[src/rtl/alu_pkg.sv]
// Shared definitions for the two-requester ALU arbiter: default width, opcodes, FSM states.
package alu_pkg;

    localparam int DEFAULT_WIDTH = 4;

    localparam logic [2:0] OP_AND   = 3'b000;
    localparam logic [2:0] OP_OR    = 3'b001;
    localparam logic [2:0] OP_NOR   = 3'b010;
    localparam logic [2:0] OP_XOR   = 3'b011;
    localparam logic [2:0] OP_NAND  = 3'b100;
    localparam logic [2:0] OP_XNOR  = 3'b101;
    localparam logic [2:0] OP_NOT_A = 3'b110;
    localparam logic [2:0] OP_ADD   = 3'b111;

    typedef enum logic [1:0] {
        ST_IDLE = 2'd0,
        ST_EXEC = 2'd1,
        ST_RESP = 2'd2
    } state_e;

endpackage

[src/rtl/alu_arbiter_if.sv]
// Request/response bundle between two requesters, the arbiter and the response consumer.
interface alu_arbiter_if #(
    parameter int WIDTH = alu_pkg::DEFAULT_WIDTH
);
    logic             req0_valid;
    logic             req0_ready;
    logic [2:0]       req0_op;
    logic [WIDTH-1:0] req0_A;
    logic [WIDTH-1:0] req0_B;

    logic             req1_valid;
    logic             req1_ready;
    logic [2:0]       req1_op;
    logic [WIDTH-1:0] req1_A;
    logic [WIDTH-1:0] req1_B;

    logic             rsp_valid;
    logic             rsp_ready;
    logic             rsp_id;
    logic [WIDTH-1:0] rsp_result;

    modport master (
        output req0_valid, req0_op, req0_A, req0_B,
        output req1_valid, req1_op, req1_A, req1_B,
        output rsp_ready,
        input  req0_ready, req1_ready, rsp_valid, rsp_id, rsp_result
    );

    modport slave (
        input  req0_valid, req0_op, req0_A, req0_B,
        input  req1_valid, req1_op, req1_A, req1_B,
        input  rsp_ready,
        output req0_ready, req1_ready, rsp_valid, rsp_id, rsp_result
    );
endinterface

[src/rtl/alu_logic_unit.sv]
// Combinational logic/add unit shared by both requesters.
module alu_logic_unit
    import alu_pkg::*;
#(
    parameter int WIDTH = DEFAULT_WIDTH
) (
    input  logic [2:0]       i_op,
    input  logic [WIDTH-1:0] i_a,
    input  logic [WIDTH-1:0] i_b,
    output logic [WIDTH-1:0] o_result
);
    always_comb begin
        o_result = '0;
        case (i_op)
            OP_AND:   o_result = i_a & i_b;
            OP_OR:    o_result = i_a | i_b;
            OP_NOR:   o_result = ~(i_a | i_b);
            OP_XOR:   o_result = i_a ^ i_b;
            OP_NAND:  o_result = ~(i_a & i_b);
            OP_XNOR:  o_result = ~(i_a ^ i_b);
            OP_NOT_A: o_result = ~i_a;
            OP_ADD:   o_result = i_a + i_b;
            default:  o_result = '0;
        endcase
    end
endmodule

[src/rtl/alu_arbiter.sv]
// Round-robin arbiter feeding one shared ALU, one transaction in flight (IDLE -> EXEC -> RESP).
// Optional ALU_ARBITER_STATS_EN adds saturating per-requester grant counters.
module alu_arbiter
    import alu_pkg::*;
#(
    parameter int WIDTH = DEFAULT_WIDTH
) (
    input  logic         clk,
    input  logic         rst,
    alu_arbiter_if.slave bus
`ifdef ALU_ARBITER_STATS_EN
    ,
    output logic [7:0]   grant_cnt0,
    output logic [7:0]   grant_cnt1
`endif
);
    state_e           r_state;
    state_e           w_next_state;
    logic             r_ptr;
    logic             r_id;
    logic [2:0]       r_op;
    logic [WIDTH-1:0] r_a;
    logic [WIDTH-1:0] r_b;
    logic [WIDTH-1:0] r_result;
    logic [WIDTH-1:0] w_alu_result;
    logic             w_grant;
    logic             w_grant_id;

    alu_logic_unit #(.WIDTH(WIDTH)) u_alu (
        .i_op     (r_op),
        .i_a      (r_a),
        .i_b      (r_b),
        .o_result (w_alu_result)
    );

    // Readies are masked by rst so they drop the instant reset is asserted.
    always_comb begin
        w_next_state   = r_state;
        w_grant        = 1'b0;
        w_grant_id     = 1'b0;
        bus.req0_ready = 1'b0;
        bus.req1_ready = 1'b0;
        case (r_state)
            ST_IDLE: begin
                w_grant_id = (bus.req0_valid && bus.req1_valid) ? r_ptr : bus.req1_valid;
                w_grant    = (bus.req0_valid || bus.req1_valid) && !rst;
                if (w_grant) begin
                    w_next_state   = ST_EXEC;
                    bus.req0_ready = !w_grant_id;
                    bus.req1_ready = w_grant_id;
                end
            end
            ST_EXEC: w_next_state = ST_RESP;
            ST_RESP: if (bus.rsp_ready) w_next_state = ST_IDLE;
            default: w_next_state = ST_IDLE;
        endcase
    end

    always_ff @(posedge clk or posedge rst) begin
        if (rst) begin
            r_state  <= ST_IDLE;
            r_ptr    <= 1'b0;
            r_id     <= 1'b0;
            r_op     <= OP_AND;
            r_a      <= '0;
            r_b      <= '0;
            r_result <= '0;
        end else begin
            r_state <= w_next_state;
            if (w_grant) begin
                r_id <= w_grant_id;
                r_op <= w_grant_id ? bus.req1_op : bus.req0_op;
                r_a  <= w_grant_id ? bus.req1_A  : bus.req0_A;
                r_b  <= w_grant_id ? bus.req1_B  : bus.req0_B;
            end
            if (r_state == ST_EXEC)
                r_result <= w_alu_result;
            if (r_state == ST_RESP && bus.rsp_ready)
                r_ptr <= ~r_id;
        end
    end

    assign bus.rsp_valid  = (r_state == ST_RESP);
    assign bus.rsp_id     = r_id;
    assign bus.rsp_result = r_result;

`ifdef ALU_ARBITER_STATS_EN
    logic [7:0] r_grant_cnt0;
    logic [7:0] r_grant_cnt1;

    always_ff @(posedge clk or posedge rst) begin
        if (rst) begin
            r_grant_cnt0 <= 8'd0;
            r_grant_cnt1 <= 8'd0;
        end else if (w_grant) begin
            if (!w_grant_id && r_grant_cnt0 != 8'hFF) r_grant_cnt0 <= r_grant_cnt0 + 8'd1;
            if (w_grant_id && r_grant_cnt1 != 8'hFF)  r_grant_cnt1 <= r_grant_cnt1 + 8'd1;
        end
    end

    assign grant_cnt0 = r_grant_cnt0;
    assign grant_cnt1 = r_grant_cnt1;
`endif
endmodule

[src/flat_wrapper.sv]
// flat-port wrapper written by rule: the top's interface ports become plain ports
module alu_arbiter_flat import alu_pkg::*;
#(
    parameter int WIDTH = DEFAULT_WIDTH
)
  (clk, rst, bus_req0_valid, bus_req0_op, bus_req0_A, bus_req0_B, bus_req1_valid, bus_req1_op, bus_req1_A, bus_req1_B, bus_rsp_ready, bus_req0_ready, bus_req1_ready, bus_rsp_valid, bus_rsp_id, bus_rsp_result);
  alu_arbiter_if #(.WIDTH(WIDTH)) bus_i ();
  input  logic clk;
  input  logic rst;
  input wire logic [$bits(bus_i.req0_valid)-1:0] bus_req0_valid;
  input wire logic [$bits(bus_i.req0_op)-1:0] bus_req0_op;
  input wire logic [$bits(bus_i.req0_A)-1:0] bus_req0_A;
  input wire logic [$bits(bus_i.req0_B)-1:0] bus_req0_B;
  input wire logic [$bits(bus_i.req1_valid)-1:0] bus_req1_valid;
  input wire logic [$bits(bus_i.req1_op)-1:0] bus_req1_op;
  input wire logic [$bits(bus_i.req1_A)-1:0] bus_req1_A;
  input wire logic [$bits(bus_i.req1_B)-1:0] bus_req1_B;
  input wire logic [$bits(bus_i.rsp_ready)-1:0] bus_rsp_ready;
  output wire logic [$bits(bus_i.req0_ready)-1:0] bus_req0_ready;
  output wire logic [$bits(bus_i.req1_ready)-1:0] bus_req1_ready;
  output wire logic [$bits(bus_i.rsp_valid)-1:0] bus_rsp_valid;
  output wire logic [$bits(bus_i.rsp_id)-1:0] bus_rsp_id;
  output wire logic [$bits(bus_i.rsp_result)-1:0] bus_rsp_result;
  assign bus_i.req0_valid = bus_req0_valid;
  assign bus_i.req0_op = bus_req0_op;
  assign bus_i.req0_A = bus_req0_A;
  assign bus_i.req0_B = bus_req0_B;
  assign bus_i.req1_valid = bus_req1_valid;
  assign bus_i.req1_op = bus_req1_op;
  assign bus_i.req1_A = bus_req1_A;
  assign bus_i.req1_B = bus_req1_B;
  assign bus_i.rsp_ready = bus_rsp_ready;
  assign bus_req0_ready = bus_i.req0_ready;
  assign bus_req1_ready = bus_i.req1_ready;
  assign bus_rsp_valid = bus_i.rsp_valid;
  assign bus_rsp_id = bus_i.rsp_id;
  assign bus_rsp_result = bus_i.rsp_result;
  alu_arbiter #(.WIDTH(WIDTH)) u_core (.clk(clk), .rst(rst), .bus(bus_i));
endmodule
[config.mk]
export PLATFORM = sky130hd
export DESIGN_NAME = alu_arbiter_flat
export DESIGN_NICKNAME = d
export VERILOG_FILES = /design/src/rtl/alu_pkg.sv /design/src/rtl/alu_arbiter_if.sv /design/src/rtl/alu_logic_unit.sv /design/src/rtl/alu_arbiter.sv /design/src/flat_wrapper.sv
export SDC_FILE = /design/constraint.sdc
export NUM_CORES = 1
export LEC_CHECK = 0
export ABC_AREA = 0
export CORE_UTILIZATION = 44
export DETAILED_ROUTE_END_ITERATION = 6
export PLACE_DENSITY = 0.72
export SETUP_SLACK_MARGIN = 0.02
export SKIP_LAST_GASP = 1
export SYNTH_ARGS = -nofsm -noshare
export SYNTH_HDL_FRONTEND = slang
export SYNTH_SLANG_ARGS = --single-unit
[constraint.sdc]
create_clock -name clk -period 1.7 [get_ports clk]
set_input_delay 0.34 -clock clk [delete_from_list [all_inputs] [get_ports clk]]
set_output_delay 0.34 -clock clk [all_outputs]
set_load 0.005 [all_outputs]
# == After elaboration in Yosys (flattened, before gate mapping) ==
# Cells that the tools add are included.
# classes
addsub,1
mux,14
n_reduce_logical,9
bitwise_logic,8
eq_ne,11
# ops
op,count
$pmux 4 s8,1
$not 4->4,4
$eq 3x3->1 const B,4
$mux 4,2
$mux 1,7
$eq 3x2->1 const B,2
$pmux 2 s3,1
$add 4x4->4,1
$and 4x4->4,1
$mux 2,2
$or 4x4->4,1
$xor 4x4->4,1
$eq 3x1->1 const B,1
$logic_and 1x1->1,3
$logic_not 3->1,1
$mux 3,1
$eq 2x1->1 const B,1
$eq 2x2->1 const B,1
$logic_not 1->1,2
$logic_not 2->1,1
$ne 2x1->1 const B,1
$ne 2x2->1 const B,1
$reduce_and 2->1,1
$logic_or 1x1->1,1
$not 1->1,1
# word_totals
regBits,19
elab_cells,50
output_inout_bits,8
inputBits,27

# == Logic depth before layout (Yosys ltp) ==
# Gate-level depths: netlist (run 1).
# logic_depth
depth_word,5
ltp_mapped,6
ltp_nobuf,6

# == Modules after synthesis ==
# A second synthesis (run 1) with hierarchy kept.
# hier_totals
cells_unflattened,167
hier_area_um2,1511.4
# by_module_without_submodules
module,area_each_um2,cells_each,instances
alu_arbiter,1006.0,96,1
alu_logic_unit,505.5,71,1

# == Worst setup path after synthesis (run 1) ==
# OpenSTA, ideal clock, no wires.
# synth_path
path_type,register to register
startpoint,register u_core.r_b[0]
endpoint,register u_core.r_result[2] (netlist: u_core.bus.rsp_result[2])
arrival_time_ns,1.692
path_stages_with_launch,7
setup_slack_ns,-0.123
required_ns,1.570
setup_ns,0.130
n_path_buf,0
synth_period_minus_slack_ns,1.823
cell_sequence,dfrtp_1 -> ha_1 -> fa_1 -> and2b_1 -> o32ai_2 -> a2111oi_2 -> a21oi_1
# synth_between
elab_chain_cells,2
# synth_lines
element,line_no,source
start: declaration,alu_arbiter.sv:23,logic [WIDTH-1:0] r_b;
start signal: assignment,alu_arbiter.sv:74,r_b <= w_grant_id ? bus.req1_B : bus.req0_B;
$add 4x4->4,alu_logic_unit.sv:22,OP_ADD: o_result = i_a + i_b;
$pmux 4 s8,alu_logic_unit.sv:14,case (i_op)
end signal: assignment,alu_arbiter.sv:77,r_result <= w_alu_result;
end: declaration,alu_arbiter.sv:24,logic [WIDTH-1:0] r_result;
# No other way between the ends.
# A chain may end at the register's enable or synchronous reset.

# == Final worst setup path (run 1) ==
# layout_path
startpoint,register u_core.r_a[0]
endpoint,register u_core.r_result[2] (netlist: u_core.bus.rsp_result[2])
# layout_between
elab_chain_cells,2
# layout_lines
element,line_no,source
start: declaration,alu_arbiter.sv:22,logic [WIDTH-1:0] r_a;
start signal: assignment,alu_arbiter.sv:73,r_a <= w_grant_id ? bus.req1_A : bus.req0_A;
$add 4x4->4,alu_logic_unit.sv:22,
$pmux 4 s8,alu_logic_unit.sv:14,
# No other way between the ends.

==> results of run 1 <==
==> flip-flops by register name, indices dropped and copies added, names as in the netlist <==
signal	count
u_core.r_op	3
u_core.bus.rsp_id	1
u_core.bus.rsp_result	4
u_core.r_state	2
u_core.r_ptr	1
u_core.r_b	4
u_core.r_a	4
==> synthesized netlist by cell type <==
library cell / instances / area [µm²]
o311ai_0: 1 / 8.76
o21ai_1: 2 / 10.0
nand2b_1: 5 / 31.3
nand4b_1: 1 / 8.76
nor3_2: 1 / 10.0
fa_1: 1 / 20.0
buf_2: 1 / 5.00
or2_1: 1 / 6.26
o32ai_2: 1 / 16.3
dfrtp_1: 19 / 475
buf_6: 2 / 22.5
nor2_1: 15 / 56.3
mux2_4: 1 / 15.0
a2111oi_0: 1 / 8.76
buf_4: 6 / 45.0
nand4_1: 2 / 12.5
a311oi_1: 1 / 8.76
ha_1: 8 / 100
inv_2: 1 / 3.75
nand2_1: 6 / 22.5
a21oi_1: 18 / 90.1
o21ai_0: 2 / 10.0
and3_1: 2 / 12.5
a31oi_1: 2 / 12.5
a2111oi_2: 2 / 30.0
xor2_1: 1 / 8.76
or3b_1: 1 / 8.76
nor3_1: 3 / 15.0
and2b_1: 2 / 15.0
o21a_2: 1 / 8.76
mux2i_1: 18 / 180
o31a_1: 1 / 8.76
o21bai_1: 1 / 7.51
inv_1: 12 / 45.0
nand3_1: 5 / 25.0
nor2b_1: 1 / 6.26
o2bb2ai_1: 1 / 8.76
==> critical path, delay by kind of cell, from the launching register on <==
family	cells	cell delay (ns)
fa+ha+maj	2	0.54
compound gates	3	0.47
flops	1	0.40
simple gates	1	0.21
==> layer usage <==
metal  share of wire, %  up-vias  wire length (µm)  global-route usage [%]
li1                   -      608                 -                       -
met1                 46      560              1370                    26.0
met2                 50       26              1480                    34.8
met3                3.3        4                98                    2.23
met4                1.1        0                33                    5.44
met5                  0        -                 0                       0
==> power by group through the flow <==
| stage | sequential [µW] | clock, µW | combinational, µW |
|---|---|---|---|
| after global routing | 936 | 262 | 1960 |
| after CTS | 897 | 248 | 1700 |
| after global placement | 893 | 0 | 1600 |
| after detailed placement | 910 | 0 | 1660 |
| final | 904 | 237 | 1730 |
| after floorplan | 787 | 0 | 1270 |
==> final cells by class <==
cell class	instances	area, µm²	share of cell area, %
well taps	31	38.8	2.06
multi-input cells	108	807	42.9
repair buffers	50	480	25.6
flip-flops and latches	19	478	25.4
clock buffers	4	26.3	1.40
inverters	13	48.8	2.60
==> cells by family (layout without fill, tap and decap cells) <==
group,Yosys count,in the layout,share of synthesized area (%)
flops,19,19,34.5
fa+ha+maj,9,9,8.70
compound gates,34,34,16.6
buf+inv,22,67,8.79
mux,19,19,14.1
xor+xnor,1,1,0.635
simple gates,45,45,16.7
==> through the flow <==
| step | std cells | hold WS [ns] | instance area [µm²] | setup slack (ns) |
|---|---|---|---|---|
| 5_1_grt | 225 | 0.228 | 1880 | -0.172 |
| 4_1_cts | 225 | 0.211 | 1860 | -0.0693 |
| 3_3_place_gp | 217 | 0.469 | 1810 | -0.243 |
| 3_5_place_dp | 217 | 0.475 | 1810 | -0.278 |
| 6_report | 225 | 0.212 | 1880 | -0.0447 |
| 2_1_floorplan | 149 | 0.291 | 1390 | 0.000135 |
==> what timing repair did <==
item | CTS | global route
pin swaps | 3 | 2
buffers inserted | 4 | 0
endpoints found under the setup margin | 4 | 6
gates resized for setup | 9 | 9
==> worst paths after layout <==
path                                     startpoint                        to  slack [ns]  depth (start not counted)
setup / recovery                      u_core.r_a[0]  u_core.bus.rsp_result[2]       -0.04                          6
hold / removal                                  rst  u_core.bus.rsp_result[2]        0.21                          3
setup reg to reg                      u_core.r_a[0]  u_core.bus.rsp_result[2]       -0.04                          6
hold reg to reg            u_core.bus.rsp_result[0]  u_core.bus.rsp_result[0]        0.49                          2
max in group asynchronous                       rst             u_core.r_a[1]        1.27                          3
min in group clk           u_core.bus.rsp_result[0]  u_core.bus.rsp_result[0]        0.49                          2
==> results.md, run 1 <==
- CTS Root Cell: clkbuf_4
- CTS tree: built
- Leakage: 0.000902 µW
- Vias in the first global route: 1219
- Final setup margin: -0.0447 ns
- Slew Viols, Final: 0
- Seq pwr share: 31.5%
- Slowest stage delay, CP: 0.40 ns
- Share of cells above drive strength 1: 18.6%
- Hold Buf Count CTS: 0
- Placer Congestion: 0.822
- Crit Path Max Fanout: 2
- Pin count of the biggest net entering global routing: 24
- Overflow after GRT: 0
- CTS Sinks: 19
- Sequential area share after synthesis: 34.5%
- Average cell area after synthesis: 9.26 µm²
- Worst setup EP type: register
- Ys Warns: 0
- Final period util: 103%
- Buffers on Ports: 34
- Hold Path Class: in2async
- CTS clk-pin slew, worst paths: 0.12 ns
- WL/cell: 13.3 µm
- CTS max path bufs: 2
- Most frequent cells in the layout: clkdlybuf4s50_1, mux2i_1, a21oi_1, dfrtp_1, nor2_1
- Fillers: 227
- Max Clk Rate: 573 MHz
- Worst-margin pin slew: 0.462 ns
- First-pass GRT wire length: 5300 µm
- Fin. Hold Viols: 0
- Setup Viol. Count Final: 1
- Die H: 58.0 µm
- Area growth syn-to-layout: 36.2%
- Row count: 19
- Vias: 1198
- Core ar.: 0.00285 mm²
- Tmin final: 1.74 ns
- H-tree depth: 1
- Initial antenna violation count: 0
- Worst EP arrival: 1.93 ns
- Critical setup path kind: reg2reg
- Via-to-Cell Ratio: 5.32
- Failing checks: DRC, setup timing
- Outcome: complete, but fails checks
- Power Total: 2870 µW
- Worst clock skew: 0.00238 ns
- Comb power frac: 60.3%
- Final ANT Viol Nets: 0
- Detailed Route WL: 2990 µm
- Antenna cells: 0
- Cell variety after synth: 37
- Unrepaired setup endpoints after global routing: yes
- Clk_lat worst skew: 0.29 ns
- Initial DRT Pass Iterations: 7
- Most common cell after layout, fill and taps aside: clkdlybuf4s50_1
- GR Util All Layers: 19.9%
- Die area: 0.00336 mm²
- Core Util, Final: 65.9%
- PD cells: 1530 mW/mm²
- Io pins: 35
- Slowest CP cell: dfrtp_1
- Num CTS Buffers: 3
- Syn_nets: 185
- Initial DRC count: 44
- Mapped Cells: 149
- Post-route DRC: 1
- VDD IR max: 0.744 mV
- Detailed Place HPWL: 2310 µm
- Setup TNS: -0.0447 ns
- Worst path cell trace: ha_2 > fa_2 > and2b_1 > o32ai_2 > a2111oi_2 > a21oi_1
- Slew headroom: 69.2%
- Internal: 1670 µW
- Switching Share: 41.9%
- Nets: 231
- Chip width: 58.0 µm
- Max-Cap Viols: 0
- Initial core utilization: 48.4%
- Critical path startpoint category: register
- Net Sw Power: 1200 µW
- Required @ worst endpoint: 1.88 ns
- Synth Register Bits: 19
- Netlist Area Pre-Place: 0.00138 mm²
- Clk pwr share: 8.3%
(Power assumes the default switching activity.)
==> run 2, diff against run 1 <==
- CORE_UTILIZATION: 44 -> 52
- PLACE_DENSITY: 0.72 -> 0.8
- clock period: 1.7 -> 2.09 ns (I/O delays scaled with it)
==> run 2 against run 1 <==
The flow finishes with violations (setup timing). Highest routed layer unchanged. Largest power group unchanged. Clock skew up 0.017 ns. Clock power is 16% lower. Combinational power is 29% lower.
==> results.md, run 2 (same netlist as run 1, synthesis figures left out) <==
- Outcome: complete, but fails checks (unchanged)
- Failing checks: setup timing (was DRC, setup timing)
- Worst setup EP type: output port (was register)
- Switching Share: 43.6% (was 41.9%)
- Worst EP arrival: 1.76 ns (was 1.93 ns)
- Post-route DRC: 0 (was 1)
- Hold Path Class: in2async (unchanged)
- Worst flop-to-flop path startpoint: u_core.r_b[0] (was u_core.r_a[0])
- PD cells: 1240 mW/mm² (was 1530 mW/mm²)
- Power Total: 2210 µW (was 2870 µW)
- Net Sw Power: 964 µW (was 1200 µW)
- Setup Viol. Count Final: 2 (was 1)
- Critical setup path kind: in2out (was reg2reg)
- CTS clk-pin slew, worst paths: 0.13 ns (was 0.12 ns)
- Via-to-Cell Ratio: 5.53 (was 5.32)
- CTS Sinks: 19 (unchanged)
- H-tree depth: 1 (unchanged)
- Initial DRC count: 21 (was 44)
- Detailed Place HPWL: 2200 µm (was 2310 µm)
- Max Clk Rate: 459 MHz
- Final setup margin: -0.0910 ns (was -0.0447 ns)
- Clk_lat worst skew: 0.31 ns (was 0.29 ns)
- Core ar.: 0.00250 mm² (was 0.00285 mm²)
- WL/cell: 13.9 µm (was 13.3 µm)
- Num CTS Buffers: 3 (unchanged)
- Vias: 1195 (was 1198)
- CTS Root Cell: clkbuf_4 (unchanged)
- Die H: 53.5 µm (was 58.0 µm)
- R2R Path End: u_core.bus.rsp_result[2] (unchanged)
- Worst R2R Path Depth: 6 (unchanged)
- Chip width: 53.5 µm (was 58.0 µm)
- CTS max path bufs: 2 (unchanged)
- Io pins: 35 (unchanged)
- Worst path cell trace: clkdlybuf4s50_1 > nor3_2 > and3_1 > clkdlybuf4s50_1 (was ha_2 > fa_2 > and2b_1 > o32ai_2 > a2111oi_2 > a21oi_1)
- GR Util All Layers: 24.5% (was 19.9%)
- Worst path bufs/invs: 2 (was 0)
- Fillers: 201 (was 227)
- FF-to-FF setup slack: 0.16 ns (was -0.04 ns)
- CTS tree: built (unchanged)
- Crit Path Max Fanout: 3 (was 2)
- Required @ worst endpoint: 1.67 ns (was 1.88 ns)
- Initial core utilization: 55.2% (was 48.4%)
- Nets: 223 (was 231)
- Share of cells above drive strength 1: 10.2% (was 18.6%)
- Fin. Hold Viols: 0 (unchanged)
- Most used cell, CP: clkdlybuf4s50_1
- Clk pwr share: 8.9% (was 8.3%)
- Most frequent cells in the layout: clkdlybuf4s50_1, dfrtp_1, mux2i_1, a21oi_1, nor2_1 (was clkdlybuf4s50_1, mux2i_1, a21oi_1, dfrtp_1, nor2_1)
- Pin count of the biggest net entering global routing: 25 (was 24)
- Area growth syn-to-layout: 29.1% (was 36.2%)
- Die area: 0.00286 mm² (was 0.00336 mm²)
- VDD IR max: 0.807 mV (was 0.744 mV)
- Comb power frac: 55.5% (was 60.3%)
- Detailed Route WL: 3000 µm (was 2990 µm)
- Seq pwr share: 35.6% (was 31.5%)
- Internal: 1250 µW (was 1670 µW)
- Worst-margin pin slew: 0.598 ns (was 0.462 ns)
- Antenna cells: 0 (unchanged)
- Vias in the first global route: 1145 (was 1219)
- Leakage: 0.000852 µW (was 0.000902 µW)
- Slowest stage delay, CP: 0.52 ns (was 0.40 ns)
- Slowest CP cell: clkdlybuf4s50_1 (was dfrtp_1)
- First-pass GRT wire length: 4940 µm (was 5300 µm)
- Row count: 18 (was 19)
- Tmin final: 2.18 ns
- Fin area: 0.00178 mm² (was 0.00188 mm²)
- Overflow after GRT: 0 (unchanged)
- Final period util: 104%
- Worst clock skew: 0.0196 ns (was 0.00238 ns)
- Slew Viols, Final: 0 (unchanged)
- Placer Congestion: 0.862 (was 0.822)
- Max-Cap Viols: 0 (unchanged)
- Final ANT Viol Nets: 0 (unchanged)
- Placed Instance Area: 0.00170 mm² (was 0.00181 mm²)
- Buffers on Ports: 34 (unchanged)
- Final Instance Count excl. Fillers: 216 (was 225)
- Initial antenna violation count: 0 (unchanged)
- Unrepaired setup endpoints after global routing: yes (unchanged)
- Critical path startpoint category: primary input (was register)
- Most common cell after layout, fill and taps aside: clkdlybuf4s50_1 (unchanged)
- Number of instances in the placed design: 206 (was 217)
- Initial DRT Pass Iterations: 5 (was 7)
- CP delay by family, top: buffers and inverters (was adder cells)
- Slew headroom: 60.2% (was 69.2%)
-- run 2: changes by cell type in the layout (fill, tap and decap cells not counted), sizes merged --
cell           change
clkbuf             -1
clkdlybuf4s15      -1
clkdlybuf4s50      +4
dlygate4sd2        -1
clkinvlp           +1
buf               -10
-- run 2: metal layers --
| metal | routed length [µm] | GRT usage, % |
|---|---|---|
| met1 | 1280 | 29.3 |
| met2 | 1570 | 43.8 |
| met3 | 134 | 4.89 |
| met4 | 25 | 7.02 |
| met5 | 0 | 0 |
-- run 2: worst max path at each step --
| stage | startpoint | end | slack [ns] | cells after the start |
|---|---|---|---|---|
| floorplan | u_core.r_b[0] | u_core.bus.rsp_result[2] | 0.27 | 6 |
| global placement | rst | bus_req1_ready | -0.02 | 4 |
| detailed placement | rst | bus_req1_ready | -0.07 | 4 |
| CTS | rst | bus_req1_ready | -0.07 | 4 |
| global route | u_core.r_state[1] | bus_req1_ready | -0.16 | 3 |
| finish | rst | bus_req1_ready | -0.09 | 4 |
-- run 2: final cells by class --
cell class | instances | area (µm²) | area share, %
timing repair buffer | 42 | 400 | 22.5
clock inverter | 1 | 7.51 | 0.421
tap | 30 | 37.5 | 2.11
multi-input combinational | 108 | 790 | 44.3
sequential | 19 | 475 | 26.7
clock buffer | 3 | 22.5 | 1.26
inverter | 13 | 48.8 | 2.74
-- run 2: power groups by stage --
stage	clock [µW]	combinational [µW]	sequential [µW]
2_1_floorplan	0	1030	638
3_3_place_gp	0	1110	774
3_5_place_dp	0	1170	791
4_1_cts	208	1210	781
5_1_grt	226	1370	818
6_report	198	1230	787
-- run 2: worst register-to-register path, cell delays in order, from the launching register on --
cell and delay, ns:
dfrtp_1 0.42, ha_1 0.26, fa_1 0.39, and2b_1 0.22
o32ai_2 0.08, a2111oi_2 0.36, a21oi_1 0.11
-- run 2: per-stage QoR --
stage          TNS, ns  hold WS, ns  setup WS [ns]  util (%)
3_5_place_dp    -0.103        0.474        -0.0663      68.0
6_report        -0.132        0.468        -0.0910      71.3
2_1_floorplan        0        0.369          0.267         -
4_1_cts         -0.111        0.462        -0.0728      71.0
5_1_grt         -0.259        0.471         -0.164      71.3
3_3_place_gp   -0.0164        0.468        -0.0164      68.0
-- run 2: timing repair --
item | 4_1_cts | 5_1_grt
setup buffers | 6 | 0
gates resized for setup | 0 | 1
hold buffers | 0 | 0
endpoints found under the setup margin | 2 | 12
==> run 3, diff against run 2 <==
- HOLD_SLACK_MARGIN: not set -> 0.06
- SLEW_MARGIN: not set -> 20
==> results of run 3 <==
No change in the layout: final DEF, timing and power equal those of run 2.
